<file path="src/rtl/arith_pkg.sv">
// ---------------------------------------------------------------------------
// arith_pkg: types and constants shared by the arithmetic unit.
//   ARITH_N        : operand width used by the Booth multiplier and divider
//   mult_control_t : control word from the multiplier FSM to its datapath
//   div_control_t  : control word from the divider FSM to its datapath
//   div_state_t    : divider FSM state encoding
// ---------------------------------------------------------------------------
package arith_pkg;

  localparam int ARITH_N = 8;

  // Multiplier control word.
  typedef struct packed {
    logic load_ops;
    logic add;
    logic sub;
    logic shift;
    logic write_result;
  } mult_control_t;

  // Divider control word. At most one field is set in any cycle.
  typedef struct packed {
    logic load_ops;      // capture A/B and the result signs
    logic init_iter;     // compute magnitudes, clear rem, load quo
    logic step;          // one restoring-division step
    logic write_result;  // sign fix-up / saturation into Q, R, ovf, dz
  } div_control_t;

  typedef enum logic [2:0] {
    DIV_IDLE  = 3'd0,
    DIV_LOAD  = 3'd1,
    DIV_ITER  = 3'd2,
    DIV_FIXUP = 3'd3,
    DIV_DONE  = 3'd4
  } div_state_t;

endpackage

</file>
<file path="src/rtl/division_datapath.sv">
// ---------------------------------------------------------------------------
// division_datapath: operand capture, magnitude logic, the {rem,quo} shift
// register with its trial subtractor, and the result fix-up mux.
// Ports:
//   clk, rst_n : clock, asynchronous active-low reset
//   ctrl       : div_control_t from the FSM in division
//   a_in, b_in : signed dividend (2N bits) / divisor (N bits)
//   b_zero     : captured divisor is zero (steers the FSM out of LOAD)
//   q, r       : registered signed quotient / remainder
//   ovf, dz    : registered overflow / divide-by-zero flags
// ---------------------------------------------------------------------------
module division_datapath
  import arith_pkg::*;
#(
  parameter int N = ARITH_N
) (
  input  logic           clk,
  input  logic           rst_n,
  input  div_control_t   ctrl,
  input  logic [2*N-1:0] a_in,
  input  logic [N-1:0]   b_in,
  output logic           b_zero,
  output logic [N-1:0]   q,
  output logic [N-1:0]   r,
  output logic           ovf,
  output logic           dz
);

  // Largest magnitudes that fit the signed N-bit quotient.
  localparam logic [2*N-1:0] QMAX_POS = {{(N+1){1'b0}}, {(N-1){1'b1}}};
  localparam logic [2*N-1:0] QMAX_NEG = {{N{1'b0}}, 1'b1, {(N-1){1'b0}}};
  localparam logic [N-1:0]   SAT_POS  = {1'b0, {(N-1){1'b1}}};
  localparam logic [N-1:0]   SAT_NEG  = {1'b1, {(N-1){1'b0}}};

  logic [2*N-1:0] a_q, a_d;
  logic [N-1:0]   b_q, b_d;
  logic           sgn_quo_q, sgn_quo_d;
  logic           sgn_rem_q, sgn_rem_d;
  logic [N:0]     dmag_q, dmag_d;
  logic [N:0]     rem_q, rem_d;
  logic [2*N-1:0] quo_q, quo_d;
  logic           dz_pend_q, dz_pend_d;
  logic [N-1:0]   q_q, q_d;
  logic [N-1:0]   r_q, r_d;
  logic           ovf_q, ovf_d;
  logic           dz_q, dz_d;

  logic [2*N-1:0] amag;
  logic [N:0]     bext;
  logic [N:0]     dmag;
  logic [N:0]     rem_sh;
  logic [2*N-1:0] quo_sh;
  logic [N+1:0]   trial;
  logic           quo_ovf;

  always_comb begin
    // 2N-bit unsigned magnitude: -2^(2N-1) maps onto itself, which is the
    // correct unsigned value.
    amag = a_q[2*N-1] ? ({(2*N){1'b0}} - a_q) : a_q;
    // Divisor magnitude needs N+1 bits so that -2^(N-1) stays positive.
    bext = {b_q[N-1], b_q};
    dmag = b_q[N-1] ? ({(N+1){1'b0}} - bext) : bext;

    // rem < dmag <= 2^(N-1), so the shifted remainder fits in N+1 bits and
    // the extra top bit of trial is a clean borrow/sign bit.
    rem_sh = {rem_q[N-1:0], quo_q[2*N-1]};
    quo_sh = {quo_q[2*N-2:0], 1'b0};
    trial  = {1'b0, rem_sh} - {1'b0, dmag_q};

    quo_ovf = sgn_quo_q ? (quo_q > QMAX_NEG) : (quo_q > QMAX_POS);

    a_d       = a_q;
    b_d       = b_q;
    sgn_quo_d = sgn_quo_q;
    sgn_rem_d = sgn_rem_q;
    dmag_d    = dmag_q;
    rem_d     = rem_q;
    quo_d     = quo_q;
    dz_pend_d = dz_pend_q;
    q_d       = q_q;
    r_d       = r_q;
    ovf_d     = ovf_q;
    dz_d      = dz_q;

    if (ctrl.load_ops) begin
      a_d       = a_in;
      b_d       = b_in;
      sgn_quo_d = a_in[2*N-1] ^ b_in[N-1];
      sgn_rem_d = a_in[2*N-1];
    end

    if (ctrl.init_iter) begin
      dmag_d    = dmag;
      rem_d     = '0;
      quo_d     = amag;
      dz_pend_d = (b_q == '0);
    end

    if (ctrl.step) begin
      if (!trial[N+1]) begin
        rem_d = trial[N:0];
        quo_d = quo_sh | {{(2*N-1){1'b0}}, 1'b1};
      end else begin
        rem_d = rem_sh;
        quo_d = quo_sh;
      end
    end

    if (ctrl.write_result) begin
      if (dz_pend_q) begin
        // Divide by zero saturates toward the dividend's sign.
        q_d   = sgn_rem_q ? SAT_NEG : SAT_POS;
        r_d   = '0;
        ovf_d = 1'b0;
        dz_d  = 1'b1;
      end else if (quo_ovf) begin
        q_d   = sgn_quo_q ? SAT_NEG : SAT_POS;
        r_d   = '0;
        ovf_d = 1'b1;
        dz_d  = 1'b0;
      end else begin
        q_d   = sgn_quo_q ? ({N{1'b0}} - quo_q[N-1:0]) : quo_q[N-1:0];
        r_d   = sgn_rem_q ? ({N{1'b0}} - rem_q[N-1:0]) : rem_q[N-1:0];
        ovf_d = 1'b0;
        dz_d  = 1'b0;
      end
    end
  end

  always_ff @(posedge clk or negedge rst_n) begin
    if (!rst_n) begin
      a_q       <= '0;
      b_q       <= '0;
      sgn_quo_q <= 1'b0;
      sgn_rem_q <= 1'b0;
      dmag_q    <= '0;
      rem_q     <= '0;
      quo_q     <= '0;
      dz_pend_q <= 1'b0;
      q_q       <= '0;
      r_q       <= '0;
      ovf_q     <= 1'b0;
      dz_q      <= 1'b0;
    end else begin
      a_q       <= a_d;
      b_q       <= b_d;
      sgn_quo_q <= sgn_quo_d;
      sgn_rem_q <= sgn_rem_d;
      dmag_q    <= dmag_d;
      rem_q     <= rem_d;
      quo_q     <= quo_d;
      dz_pend_q <= dz_pend_d;
      q_q       <= q_d;
      r_q       <= r_d;
      ovf_q     <= ovf_d;
      dz_q      <= dz_d;
    end
  end

  assign b_zero = (b_q == '0);
  assign q      = q_q;
  assign r      = r_q;
  assign ovf    = ovf_q;
  assign dz     = dz_q;

endmodule

</file>
<file path="src/rtl/division.sv">
// ---------------------------------------------------------------------------
// division: signed sequential divider (2N-bit dividend / N-bit divisor),
// radix-2 restoring division on magnitudes followed by a sign fix-up.
// Quotient truncates toward zero; remainder takes the dividend's sign.
// Ports:
//   clk       : clock, rising edge
//   rst       : asynchronous active-low reset
//   valid     : start request, sampled only in IDLE
//   A, B      : signed dividend (2N) / divisor (N)
//   Q, R      : registered signed quotient / remainder, held until next result
//   done      : one-cycle pulse when Q/R/ovf/dz are valid
//   busy      : high whenever the FSM is not IDLE
//   ovf, dz   : quotient overflow / divide-by-zero flags
//   dbg_state : current FSM state (div_state_t encoding)
//
// Handshake: a start is accepted on a rising edge where valid is high and the
// FSM is IDLE; valid is ignored otherwise and the operands are captured only
// at that edge. done pulses in the DONE state, after which the FSM returns to
// IDLE; a valid still high then starts a new operation one cycle later.
// ---------------------------------------------------------------------------
module division
  import arith_pkg::*;
#(
  parameter int N = ARITH_N
) (
  input  logic           clk,
  input  logic           rst,
  input  logic           valid,
  input  logic [2*N-1:0] A,
  input  logic [N-1:0]   B,
  output logic [N-1:0]   Q,
  output logic [N-1:0]   R,
  output logic           done,
  output logic           busy,
  output logic           ovf,
  output logic           dz,
  output logic [2:0]     dbg_state
);

  localparam int CW = $clog2(2*N);
  localparam logic [CW-1:0] LAST_STEP = CW'(2*N-1);

  div_state_t    state_q, state_d;
  logic [CW-1:0] count_q, count_d;
  div_control_t  ctrl;
  logic          b_zero;

  always_comb begin
    state_d = state_q;
    count_d = count_q;
    ctrl    = '0;
    case (state_q)
      DIV_IDLE: begin
        if (valid) begin
          ctrl.load_ops = 1'b1;
          state_d       = DIV_LOAD;
        end
      end
      DIV_LOAD: begin
        ctrl.init_iter = 1'b1;
        count_d        = '0;
        state_d        = b_zero ? DIV_FIXUP : DIV_ITER;
      end
      DIV_ITER: begin
        ctrl.step = 1'b1;
        count_d   = count_q + 1'b1;
        if (count_q == LAST_STEP) state_d = DIV_FIXUP;
      end
      DIV_FIXUP: begin
        ctrl.write_result = 1'b1;
        state_d           = DIV_DONE;
      end
      DIV_DONE: begin
        state_d = DIV_IDLE;
      end
      default: begin
        state_d = DIV_IDLE;
      end
    endcase
  end

  always_ff @(posedge clk or negedge rst) begin
    if (!rst) begin
      state_q <= DIV_IDLE;
      count_q <= '0;
    end else begin
      state_q <= state_d;
      count_q <= count_d;
    end
  end

  division_datapath #(.N(N)) u_datapath (
    .clk    (clk),
    .rst_n  (rst),
    .ctrl   (ctrl),
    .a_in   (A),
    .b_in   (B),
    .b_zero (b_zero),
    .q      (Q),
    .r      (R),
    .ovf    (ovf),
    .dz     (dz)
  );

  assign done      = (state_q == DIV_DONE);
  assign busy      = (state_q != DIV_IDLE);
  assign dbg_state = state_q;

endmodule
</file>
<file path="config.mk">
export PLATFORM = sky130hd
export DESIGN_NAME = division
export DESIGN_NICKNAME = d
export VERILOG_FILES = /design/src/rtl/arith_pkg.sv /design/src/rtl/division_datapath.sv /design/src/rtl/division.sv
export SDC_FILE = /design/constraint.sdc
export NUM_CORES = 1
export LEC_CHECK = 0
export BUFFER_PORTS_ARGS = -buffer_cell sky130_fd_sc_hd__buf_2
export CAP_MARGIN = 20
export CORE_MARGIN = 3
export CORE_UTILIZATION = 50
export CTS_BUF_LIST = sky130_fd_sc_hd__clkbuf_16
export DETAILED_ROUTE_END_ITERATION = 16
export PLACE_DENSITY = 0.7
export SKIP_LAST_GASP = 1
export SLEW_MARGIN = 20
export SYNTH_ARGS = -nofsm -noshare
export SYNTH_HDL_FRONTEND = slang
export SYNTH_SLANG_ARGS = --single-unit
</file>
<file path="constraint.sdc">
create_clock -name clk -period 3.6 [get_ports clk]
set_clock_uncertainty 0.1 [all_clocks]
set_input_delay 0.18 -clock clk [delete_from_list [all_inputs] [get_ports clk]]
set_output_delay 0.18 -clock clk [all_outputs]
set_load 0.02 [all_outputs]
</file>
==> results of run 1 <==
## how the worst max path moves through the flow
stage / cells past startpoint / slack, ns / endpoint
final: 4 / 1.05 / u_datapath.r[1]
after global routing: 4 / 0.76 / u_datapath.q[4]
after CTS: 4 / 1.04 / u_datapath.r[1]
after detailed placement: 4 / 1.04 / u_datapath.r[1]
after global placement: 4 / 1.21 / u_datapath.q[3]
after floorplan: 9 / 1.35 / u_datapath.rem_q[6]
## worst max-delay path: stages (launching register included)
cell,delay [ns]
dfrtp_1,0.60
nand3b_1,0.70
nor2_1,0.58
nand2_1,0.26
o21ai_0,0.23
## kinds of logic (layout without fill, tap and decap cells)
logic type	count (synthesis)	count (layout)
AOI/OAI and AO/OA	136	136
buffers and inverters	48	119
adders and majority gates	15	15
xor gates and xnor gates	29	29
and+or+nand+nor	138	138
DFF	84	84
muxes	29	29
## cells in the final DEF (no fill, tap or decap), types with 12 or more instances in the layout
cell type	Yosys	layout
buf_2	6	48
nand2_1	46	46
dfrtp_1	84	84
nand3_1	12	12
xor2_1	17	17
mux2_2	23	23
ha_1	14	14
nor2_1	22	21
dlygate4sd3_1	0	24
inv_1	25	25
xnor2_1	12	12
a21oi_1	26	26
o21ai_0	40	40
## timing repair
| item | 4_1_cts | 5_1_grt |
|---|---|---|
| gates resized for setup | 0 | 0 |
| hold buffers | 24 | 0 |
| endpoints found under the hold margin | 107 | 0 |
| buffers inserted | 0 | 0 |
## per-layer routing
metal / vias up / track usage [%] / wire [um]
met3: 8 / 4.33 / 493
met4: 0 / 4.74 / 76
li1: 1872 / - / -
met2: 99 / 32.4 / 4700
met1: 1822 / 28.5 / 4810
met5: - / 0 / 0
## state kept, by name, summed over array words and instances, names as in the netlist
register and cells:
u_datapath.quo_q 16, u_datapath.a_q 15, u_datapath.dmag_q 9, u_datapath.b_q 8
u_datapath.q 8, u_datapath.r 8, u_datapath.rem_q 8, count_q 4
dbg_state 3, u_datapath.dz 1, u_datapath.dz_pend_q 1, u_datapath.ovf 1
u_datapath.sgn_quo_q 1, u_datapath.sgn_rem_q 1
## through the flow
stage / hold slack [ns] / total power, uW / setup WS [ns]
after CTS: 0.00207 / 5170 / 1.04
final: 0.00849 / 5150 / 1.05
after floorplan: -0.216 / 3710 / 1.35
after global placement: 0.283 / 4230 / 1.21
after detailed placement: 0.291 / 4320 / 1.04
after global routing: 0.000176 / 5580 / 0.762
## layout make-up
class / count / area share, %
clock buffer: 9 / 4.12
multi-input combinational: 347 / 42.9
inverter: 26 / 1.78
clock inverter: 6 / 0.595
timing repair buffer: 78 / 9.67
sequential: 84 / 38.4
tap: 108 / 2.47
## where the power goes
| group | switching (uW) | total, uW | leakage, uW | internal [uW] |
|---|---|---|---|---|
| Combinational | 1350 | 2480 | 0.00122 | 1130 |
| Sequential | 522 | 1860 | 0.00103 | 1340 |
| Clock | 343 | 800 | 0.000132 | 456 |
==> qor.tcl, run 1 <==
set qor(timing.reg2reg.setup_slack_ns) 1.05
set qor(required_ns) 3.74
set qor(number_of_cells_after_detailed_placement) 619
set qor(grtUsageTotal_pct) 20.3
set qor(finalSetupTns_ns) 0
set qor(drt_wl_total_um) 10100
set qor(max_cap_viol_count) 0
set qor(hold_path.startpoint) {B[7]}
set qor(asyncSetResetFlopFracSynth_pct) 100
set qor(synth_cells) 479
set qor(synth.ff_latch_count) 84
set qor(final_area_um2) 5470
set qor(post-synth-top-count-cell) {dfrtp_1}
set qor(hold-path-endpoint) {u_datapath.b_q[7]}
set qor(synth_top_area_share_pct) 45.1
set qor(run_status) {completed}
set qor(dp.final_hpwl_um) 7160
set qor(synth.yosys.warnings) 0
set qor(hold_path_class) {primary input to flop}
set qor(std_cell_rows) 34
set qor(htree_levels) 3
set qor(cts.root.buffer_cell) {clkbuf_16}
set qor(final_period_minus_worst_setup_slack_ns) 2.55
set qor(netlist_top_cells_count) {dfrtp_1 (84), nand2_1 (46), o21ai_0 (40)}
set qor(grt_pass1_vias) 3535
set qor(register_area_um2) 2100
set qor(design.core.area_um2) 8890
set qor(number_of_enable_type_register_cells_in_the_synthesized_netlist) 0
set qor(power_density_nw_per_um2) 940
set qor(syn-num-nets) 521
set qor(synth_seq_area_share_pct) 45.1
set qor(dieArea_um2) 10500
set qor(ant_nets) 0
set qor(clkSlewWorstSetupHoldPaths_ns) 0.06
set qor(critical_path.reg2reg.endpoint) {u_datapath.r[1]}
set qor(die_w_um) 103
set qor(synth.area.mux_share_pct) 6.85
set qor(synth_area_per_cell_um2) 9.73
set qor(via_count) 3801
set qor(holdPathStages) 2
set qor(worst-setup-path-type) {flop to flop}
set qor(max_clock_freq_mhz) 392
set qor(synth_area_um2) 4660
set qor(layout.core_utilization_pct) 61.5
set qor(netlist_top_cells_area) {dfrtp_1 (45%), mux2_2 (5.6%), o21ai_0 (4.3%)}
set qor(vdd_ir_drop_max_mv) 0.538
set qor(grt_overflow_total) 0
set qor(dominant_register_cell_in_the_synthesized_netlist) {dfrtp_1}
set qor(routed_wire_length_per_instance_um) 15.3
set qor(report.final.hold_viol_count) 0
set qor(reg2regPathDepth) 4
set qor(synth_largest_area_cell) {dfrtp_1}
set qor(static_leakage_power_uw) 0.00239
set qor(initial_utilization_pct) 52.4
set qor(synth_fa_ha_area_share_pct) 4.19
set qor(antennaDiodeCount) 0
set qor(timing.critical_path.to_type) {flop}
set qor(fin_crit_sh_pct) 70.9
set qor(actual_transition_at_the_worst_max_transition_pin_ns) 0.833
set qor(antenna_violations_before_repair) 0
set qor(cp-start-kind) {flop}
set qor(synth.lib_cells_used.distinct) 58
set qor(clock_sink_count) 84
set qor(worst_setup_path_startpoint) {dbg_state[2]}
set qor(slew_violations) 0
set qor(numPortBuffers) 49
set qor(standard_cell_area_after_detailed_placement_um2) 4970
set qor(critical_path_arrival_ns) 2.69
set qor(setup-violations-final) 0
set qor(remaining_routing_drc_violations) 0
set qor(number_of_fill_cells) 735
set qor(multi_input_comb_area_um2) 2350
set qor(ctsLongestPathBuffers) 2
set qor(grt_pass1_wl_um) 17000
set qor(route.detailed.vias_per_inst) 5.78
set qor(dominant_combinational_cell_family_by_area_after_synthesis) {compound AO/OA/AOI/OAI gates}
set qor(clk_latency_ns) 0.33
set qor(detailed_router_s_first_iteration_violation_count) 230
set qor(largest_net_degree_at_the_start_of_global_routing) 85
set qor(place_congestion) 0.863
set qor(rr_startpoint) {dbg_state[2]}
set qor(post_synth_and_or_nand_nor_area_fraction_pct) 15.1
set qor(die_y_um) 103
set qor(synthesized_area_fraction_occupied_by_ao_oa_aoi_and_oai_cells_pct) 18.8
set qor(tritoncts_clock_tree) {built}
set qor(fraction_of_final_layout_cells_with_drive_strength_greater_than_1_pct) 18.0
set qor(top_level_ports) 50
set qor(cts_made_buffers) 9
set qor(area_growth_syn_to_layout_pct) 17.4
set qor(timing.slew.headroom_pct) 44.4
set qor(layout.nets) 588
set qor(critical_path_peak_fanout) 21
set qor(first_pass_iters) 5
set qor(finish.cell_count_without_fillers) 658
set qor(yosys.area_share.xor_xnor_pct) 5.45
set qor(setup_repair_after_global_routing_missed_its_margin) {false}
No activity file was read; power rests on OpenSTA's default activity.
==> run 2: changes to the inputs <==
PLACE_DENSITY = 0.72   (was 0.7)
clock period = 2.26 ns   (was 3.6 ns; I/O delays follow)
==> run 2 against run 1 <==
Effect of this change: first-iteration DRC count down 5.7%; clock power up 72%; critical endpoint is now u_datapath.rem_q[6]; fmax up 12%; core utilization up 3.1 points; largest cell class unchanged; clock-buffer cell count unchanged; the run now ends with negative setup slack left; sequential cell count unchanged; non-clock buffer count up 25; sequential power up 55%; combinational power up 84%.
==> qor.tcl, run 2 (same netlist as run 1, synthesis figures left out) <==
set qor(drt_wl_total_um) 10900 ;# +8.1%
set qor(route.detailed.vias_per_inst) 5.69 ;# -1.5%
set qor(clock_sink_count) 84 ;# unchanged
set qor(finalSetupTns_ns) -0.0116 ;# -0.0116 ns
set qor(critical_path.reg2reg.endpoint) {u_datapath.rem_q[6]}
set qor(share_comb_of_total_power_pct) 51.7 ;# +3.4 points
set qor(timing.critical_path.to_type) {flop}
set qor(ctsLongestPathBuffers) 2 ;# unchanged
set qor(share_clk_of_total_power_pct) 15.6 ;# about the same
set qor(final.setup.worst_slack_ns) -0.0116 ;# -1.06 ns
set qor(power_report.internal_total_uw) 5010 ;# +71%
set qor(p_switching_uw) 3800 ;# +72%
set qor(final_period_minus_worst_setup_slack_ns) 2.27 ;# -0.282 ns
set qor(layout.nets) 613 ;# +4.3%
set qor(initial_utilization_pct) 52.4 ;# unchanged
set qor(hold-path-endpoint) {u_datapath.sgn_quo_q}
set qor(tritoncts_clock_tree) {built}
set qor(remaining_routing_drc_violations) 0 ;# unchanged
set qor(clkSlewWorstSetupHoldPaths_ns) 0.07 ;# about the same
set qor(grtUsageTotal_pct) 21.9 ;# +1.6 points
set qor(max_clock_freq_mhz) 440 ;# +12%
set qor(largest_net_degree_at_the_start_of_global_routing) 47 ;# -45%
set qor(numPortBuffers) 49 ;# unchanged
set qor(worst_setup_path_startpoint) {u_datapath.quo_q[15]}
set qor(hold-worst-slack_ns) 0.116 ;# +0.107 ns
set qor(area_growth_syn_to_layout_pct) 23.3
set qor(setup_repair_after_global_routing_missed_its_margin) {true}
set qor(holdPathStages) 4 ;# +2
set qor(power.switching_fraction_pct) 43.1 ;# +0.10 points
set qor(cts_made_buffers) 9 ;# unchanged
set qor(die_w_um) 103 ;# unchanged
set qor(dp.final_hpwl_um) 7800 ;# +9.0%
set qor(static_leakage_power_uw) 0.00252 ;# +5.6%
set qor(reg_top3) {u_datapath.quo_q (16), u_datapath.a_q (15), u_datapath.dmag_q (9)}
set qor(antennaDiodeCount) 0 ;# unchanged
set qor(setup-violations-final) 1 ;# +1
set qor(power.sequential.fraction_pct) 32.7 ;# -3.5 points
set qor(top_level_ports) 50 ;# unchanged
set qor(hold_path_class) {primary input to flop}
set qor(fin_crit_sh_pct) 101 ;# +30 points
set qor(layout.cells.most_common) {dfrtp_1}
set qor(routed_wire_length_per_instance_um) 15.9 ;# +4.0%
set qor(final_cell_mix) {dfrtp_1 (84), buf_2 (48), nand2_1 (46)}
set qor(reg2regPathDepth) 9 ;# +5
set qor(required_ns) 2.41 ;# -1.33 ns
set qor(report.final.hold_viol_count) 0 ;# unchanged
set qor(dieArea_um2) 10500 ;# unchanged
set qor(power_density_nw_per_um2) 1530 ;# +63%
set qor(fraction_of_final_layout_cells_with_drive_strength_greater_than_1_pct) 22.0 ;# +4.0 points
set qor(place_congestion) 0.904 ;# +4.7%
set qor(actual_transition_at_the_worst_max_transition_pin_ns) 0.782 ;# -0.0509 ns
set qor(cp-start-kind) {flop}
set qor(largest_register_ffs) 16 ;# unchanged
set qor(grt_pass1_vias) 3847 ;# +8.8%
set qor(via_count) 3893 ;# +2.4%
set qor(detailed_router_s_first_iteration_violation_count) 217 ;# -5.7%
set qor(timing.reg2reg.setup_slack_ns) -0.01 ;# -1.06 ns
set qor(first_pass_iters) 5 ;# unchanged
set qor(rr_startpoint) {u_datapath.quo_q[15]}
set qor(regMostFlops) {u_datapath.quo_q}
set qor(timing.slew.headroom_pct) 47.7 ;# +3.3 points
set qor(slew_violations) 0 ;# unchanged
set qor(grt_overflow_total) 0 ;# unchanged
set qor(failed_checks) {negative setup slack}
set qor(ant_nets) 0 ;# unchanged
set qor(die_y_um) 103 ;# unchanged
set qor(htree_levels) 3 ;# unchanged
set qor(cts.root.buffer_cell) {clkbuf_16}
set qor(antenna_violations_before_repair) 0 ;# unchanged
set qor(critical_path_arrival_ns) 2.42 ;# -0.27 ns
set qor(design.core.area_um2) 8890 ;# unchanged
set qor(hold_path.startpoint) {valid}
set qor(run_status) {finished with violations}
set qor(number_of_fill_cells) 747 ;# +1.6%
set qor(critical_path_peak_fanout) 2 ;# -90%
set qor(max_cap_viol_count) 0 ;# unchanged
set qor(grt_pass1_wl_um) 18300 ;# +7.3%
set qor(vdd_ir_drop_max_mv) 0.666 ;# +24%
set qor(clk_latency_ns) 0.34 ;# about the same
set qor(std_cell_rows) 34 ;# unchanged
set qor(worst-setup-path-type) {flop to flop}
==> run 2: power by group through the flow <==
stage                     registers [uW]  logic [uW]  clock network, uW
after detailed placement            2900        4340                  0
after floorplan                     2750        3160                  0
after CTS                           2870        4470               1400
after global routing                2990        5070               1460
final                               2880        4560               1380
after global placement              2850        4230                  0
==> run 2: worst max-delay path, cell delays in order (launching register included) <==
cell	delay, ns
dfrtp_1	0.38
inv_1	0.06
ha_1	0.15
inv_1	0.06
fa_2	0.34
a211o_1	0.32
a2111oi_4	0.29
a41oi_1	0.08
a32o_1	0.25
o211ai_1	0.17
==> run 2: worst max path at each step <==
stage                     endpoint  slack, ns  cells past startpoint
2_1_floorplan  u_datapath.rem_q[6]       0.01                      9
3_3_place_gp   u_datapath.rem_q[6]     -0.002                      9
3_5_place_dp   u_datapath.rem_q[6]      -0.10                      9
4_1_cts        u_datapath.rem_q[6]      -0.03                      9
5_1_grt        u_datapath.rem_q[6]      -0.14                      9
6_report       u_datapath.rem_q[6]      -0.01                      9
==> run 2: cell type report <==
type	count	area, um^2	share of cell area, %
multi-input combinational	347	2380	41.5
inverter	26	97.6	1.70
clock buffer	9	225	3.92
sequential	84	2100	36.6
tap	108	135	2.35
timing repair buffer	103	753	13.1
clock inverter	7	50.0	0.871
==> run 2: repair_timing <==
item,in CTS,in global routing
hold buffers,25,0
gates resized for setup,3,3
setup buffers,1,0
endpoints found under the hold margin,62,0
setup endpoints to repair,1,2
pin swaps,1,1
==> run 2: metal layers <==
layer	up-vias	global-route usage (%)	share of wire (%)
met3	6	3.79	4.0
met5	-	0	0
met2	106	35.6	48
met1	1855	30.4	47
met4	0	6.16	0.70
li1	1926	-	-
==> run 2: through the flow <==
stage                     cells  total power (uW)  worst slack (ns)  utilization, %  area [um^2]
after floorplan             479              5910            0.0123               -         4660
after global placement      642              7080          -0.00237            58.3         5180
after detailed placement    642              7230            -0.101            58.3         5180
after CTS                   684              8750           -0.0294            64.4         5720
after global routing        684              9510            -0.137            64.6         5750
final                       684              8820           -0.0116            64.6         5750
==> run 3: changes to the inputs <==
BUFFER_PORTS_ARGS = -buffer_cell sky130_fd_sc_hd__clkbuf_2   (was -buffer_cell sky130_fd_sc_hd__buf_2)
SKIP_CTS_REPAIR_TIMING = 1   (was default)
==> run 3 against run 2 <==
Effect of this change: the run still ends with negative setup slack left; power fell by 1.6%; critical path depth unchanged; final cell count rose by 0.15%; critical endpoint unchanged.
==> qor.tcl, run 3 (same netlist as run 1, synthesis figures left out) <==
set qor(finish.cell_count_without_fillers) 685 ;# +0.15%
set qor(grtUsageTotal_pct) 21.5 ;# -0.36 points
set qor(max_cap_viol_count) 0 ;# unchanged
set qor(cts_made_buffers) 9 ;# unchanged
set qor(report.final.hold_viol_count) 0 ;# unchanged
set qor(routed_wire_length_per_instance_um) 15.9 ;# about the same
set qor(slew_violations) 0 ;# unchanged
set qor(grt.met1_usage_pct) 29.9 ;# -0.48 points
set qor(route.detailed.vias_per_inst) 5.69 ;# about the same
set qor(regMostFlops) {u_datapath.quo_q}
set qor(via_count) 3898 ;# +0.13%
set qor(remaining_routing_drc_violations) 0 ;# unchanged
set qor(fin_crit_sh_pct) 104 ;# +3.7 points
set qor(max_clock_freq_mhz) 425 ;# -3.6%
set qor(hold_path_class) {primary input to flop}
set qor(ctsLongestPathBuffers) 2 ;# unchanged
set qor(run_status) {finished with violations}
set qor(layout.nets) 614 ;# +0.16%
set qor(grt_overflow_total) 0 ;# unchanged
set qor(antenna_violations_before_repair) 0 ;# unchanged
set qor(antennaDiodeCount) 0 ;# unchanged
set qor(critical_path_arrival_ns) 2.50 ;# +0.08 ns
set qor(tritoncts_clock_tree) {built}
set qor(worst-setup-path-type) {flop to flop}
set qor(clkSlewWorstSetupHoldPaths_ns) 0.06 ;# about the same
set qor(largest_net_degree_at_the_start_of_global_routing) 47 ;# unchanged
set qor(timing.critical_path.to_type) {flop}
set qor(htree_levels) 3 ;# unchanged
set qor(static_leakage_power_uw) 0.00253 ;# +0.37%
set qor(required_ns) 2.41 ;# about the same
set qor(place_congestion) 0.919 ;# +1.7%
set qor(std_cell_rows) 34 ;# unchanged
set qor(area_growth_syn_to_layout_pct) 22.7
set qor(failed_checks) {negative setup slack}
set qor(grt_pass1_wl_um) 17800 ;# -2.3%
set qor(actual_transition_at_the_worst_max_transition_pin_ns) 0.801 ;# +0.0186 ns
set qor(largest_register_ffs) 16 ;# unchanged
set qor(die_w_um) 103 ;# unchanged
set qor(cts.root.buffer_cell) {clkbuf_16}
set qor(first_pass_iters) 4 ;# -1
set qor(cp-start-kind) {flop}
set qor(critical_path_peak_fanout) 3 ;# +1
set qor(clk_latency_ns) 0.33 ;# about the same
set qor(ant_nets) 0 ;# unchanged
set qor(initial_utilization_pct) 52.4 ;# unchanged
set qor(reg_top3) {u_datapath.quo_q (16), u_datapath.a_q (15), u_datapath.dmag_q (9)}
set qor(die_y_um) 103 ;# unchanged
set qor(global_route.usage.met2_pct) 34.3 ;# -1.3 points
set qor(setup_repair_after_global_routing_missed_its_margin) {true}
set qor(detailed_router_s_first_iteration_violation_count) 206 ;# -5.1%
set qor(vdd_ir_drop_max_mv) 0.688 ;# +3.3%
set qor(timing.slew.headroom_pct) 46.5 ;# -1.2 points
set qor(setup-violations-final) 1 ;# unchanged
set qor(drt_wl_total_um) 10900 ;# about the same
set qor(numPortBuffers) 49 ;# unchanged
set qor(design.core.area_um2) 8890 ;# unchanged
set qor(dp.final_hpwl_um) 7950 ;# +1.9%
set qor(dieArea_um2) 10500 ;# unchanged
set qor(top_level_ports) 50 ;# unchanged
set qor(power_density_nw_per_um2) 1520 ;# -1.1%
set qor(grt_pass1_vias) 3672 ;# -4.5%
set qor(fraction_of_final_layout_cells_with_drive_strength_greater_than_1_pct) 21.5 ;# -0.56 points
set qor(finalSetupTns_ns) -0.0954 ;# -0.0839 ns
set qor(final.setup.worst_slack_ns) -0.0954 ;# -0.0839 ns
set qor(final_period_minus_worst_setup_slack_ns) 2.36 ;# +0.0839 ns
set qor(layout.cells.most_common) {dfrtp_1}
set qor(gr-usage-met3_pct) 3.79 ;# unchanged
set qor(number_of_cells_after_detailed_placement) 644 ;# +0.31%
set qor(clock_sink_count) 84 ;# unchanged
set qor(final_cell_mix) {dfrtp_1 (84), clkbuf_2 (48), nand2_1 (46)}
set qor(number_of_fill_cells) 738 ;# -1.2%
set qor(gr-max-usage-layer) {met2}
-- run 3: changes by cell type in the layout (fill, tap and decap cells not counted) --
cell | before | now
clkinv_4 | 1 | 2
a2111oi_4 | 1 | 0
inv_1 | 25 | 28
fa_2 | 1 | 0
a2111oi_2 | 0 | 1
clkinvlp_4 | 2 | 0
inv_6 | 2 | 0
o21ai_2 | 0 | 1
buf_4 | 27 | 28
fa_1 | 0 | 1
buf_2 | 48 | 0
clkbuf_2 | 0 | 48
o21ai_4 | 1 | 0
-- run 3: cell type report --
type / count / area, um^2 / share of cell area, %
Tap cell: 108 / 135 / 2.36
Sequential cell: 84 / 2100 / 36.8
Multi-Input combinational cell: 347 / 2360 / 41.3
Inverter: 26 / 97.6 / 1.71
Clock buffer: 9 / 225 / 3.94
Clock inverter: 7 / 37.5 / 0.656
Timing Repair Buffer: 104 / 761 / 13.3
-- run 3: path summary, 6_finish.rpt --
kind	startpoint	endpoint	slack, ns	depth (start not counted)
worst max-delay path	u_datapath.quo_q[15]	u_datapath.rem_q[6]	-0.1	9
worst min-delay path	valid	u_datapath.sgn_quo_q	0.1	4
worst max register to register	u_datapath.quo_q[15]	u_datapath.rem_q[6]	-0.1	9
worst min register to register	count_q[3]	count_q[3]	0.37	1
max in group asynchronous	rst	u_datapath.quo_q[1]	1.23	3
min in group asynchronous	rst	u_datapath.b_q[6]	0.20	2
-- run 3: where the power goes --
group	total [uW]	switching (uW)	internal [uW]
logic	4490	2380	2100
clock network	1310	577	730
registers	2880	745	2140
-- run 3: through the flow --
stage	setup slack [ns]	cell area, um^2	hold WS, ns	util [%]	power (uW)
after detailed placement	-0.138	5190	0.0281	58.4	7280
after floorplan	0.0123	4660	-0.283	-	5910
after global routing	-0.215	5720	0.114	64.3	9380
final	-0.0954	5720	0.0999	64.3	8680
after global placement	-0.0140	5190	0.0273	58.4	7130
after CTS	-0.173	5460	-0.327	61.4	8640
-- run 3: critical path: stages (launching register included) --
cell	delay, ns
dfrtp_1	0.37
inv_1	0.06
ha_1	0.16
inv_1	0.06
fa_1	0.38
a211o_1	0.32
a2111oi_2	0.32
a41oi_1	0.09
a32o_1	0.25
o211ai_1	0.17
-- run 3: layer usage --
metal  vias to the layer above  part of all wire [%]
met2                        99                    48
met1                      1856                    47
li1                       1925                     -
met4                         0                   1.6
met5                         -                     0
met3                        18                   3.7
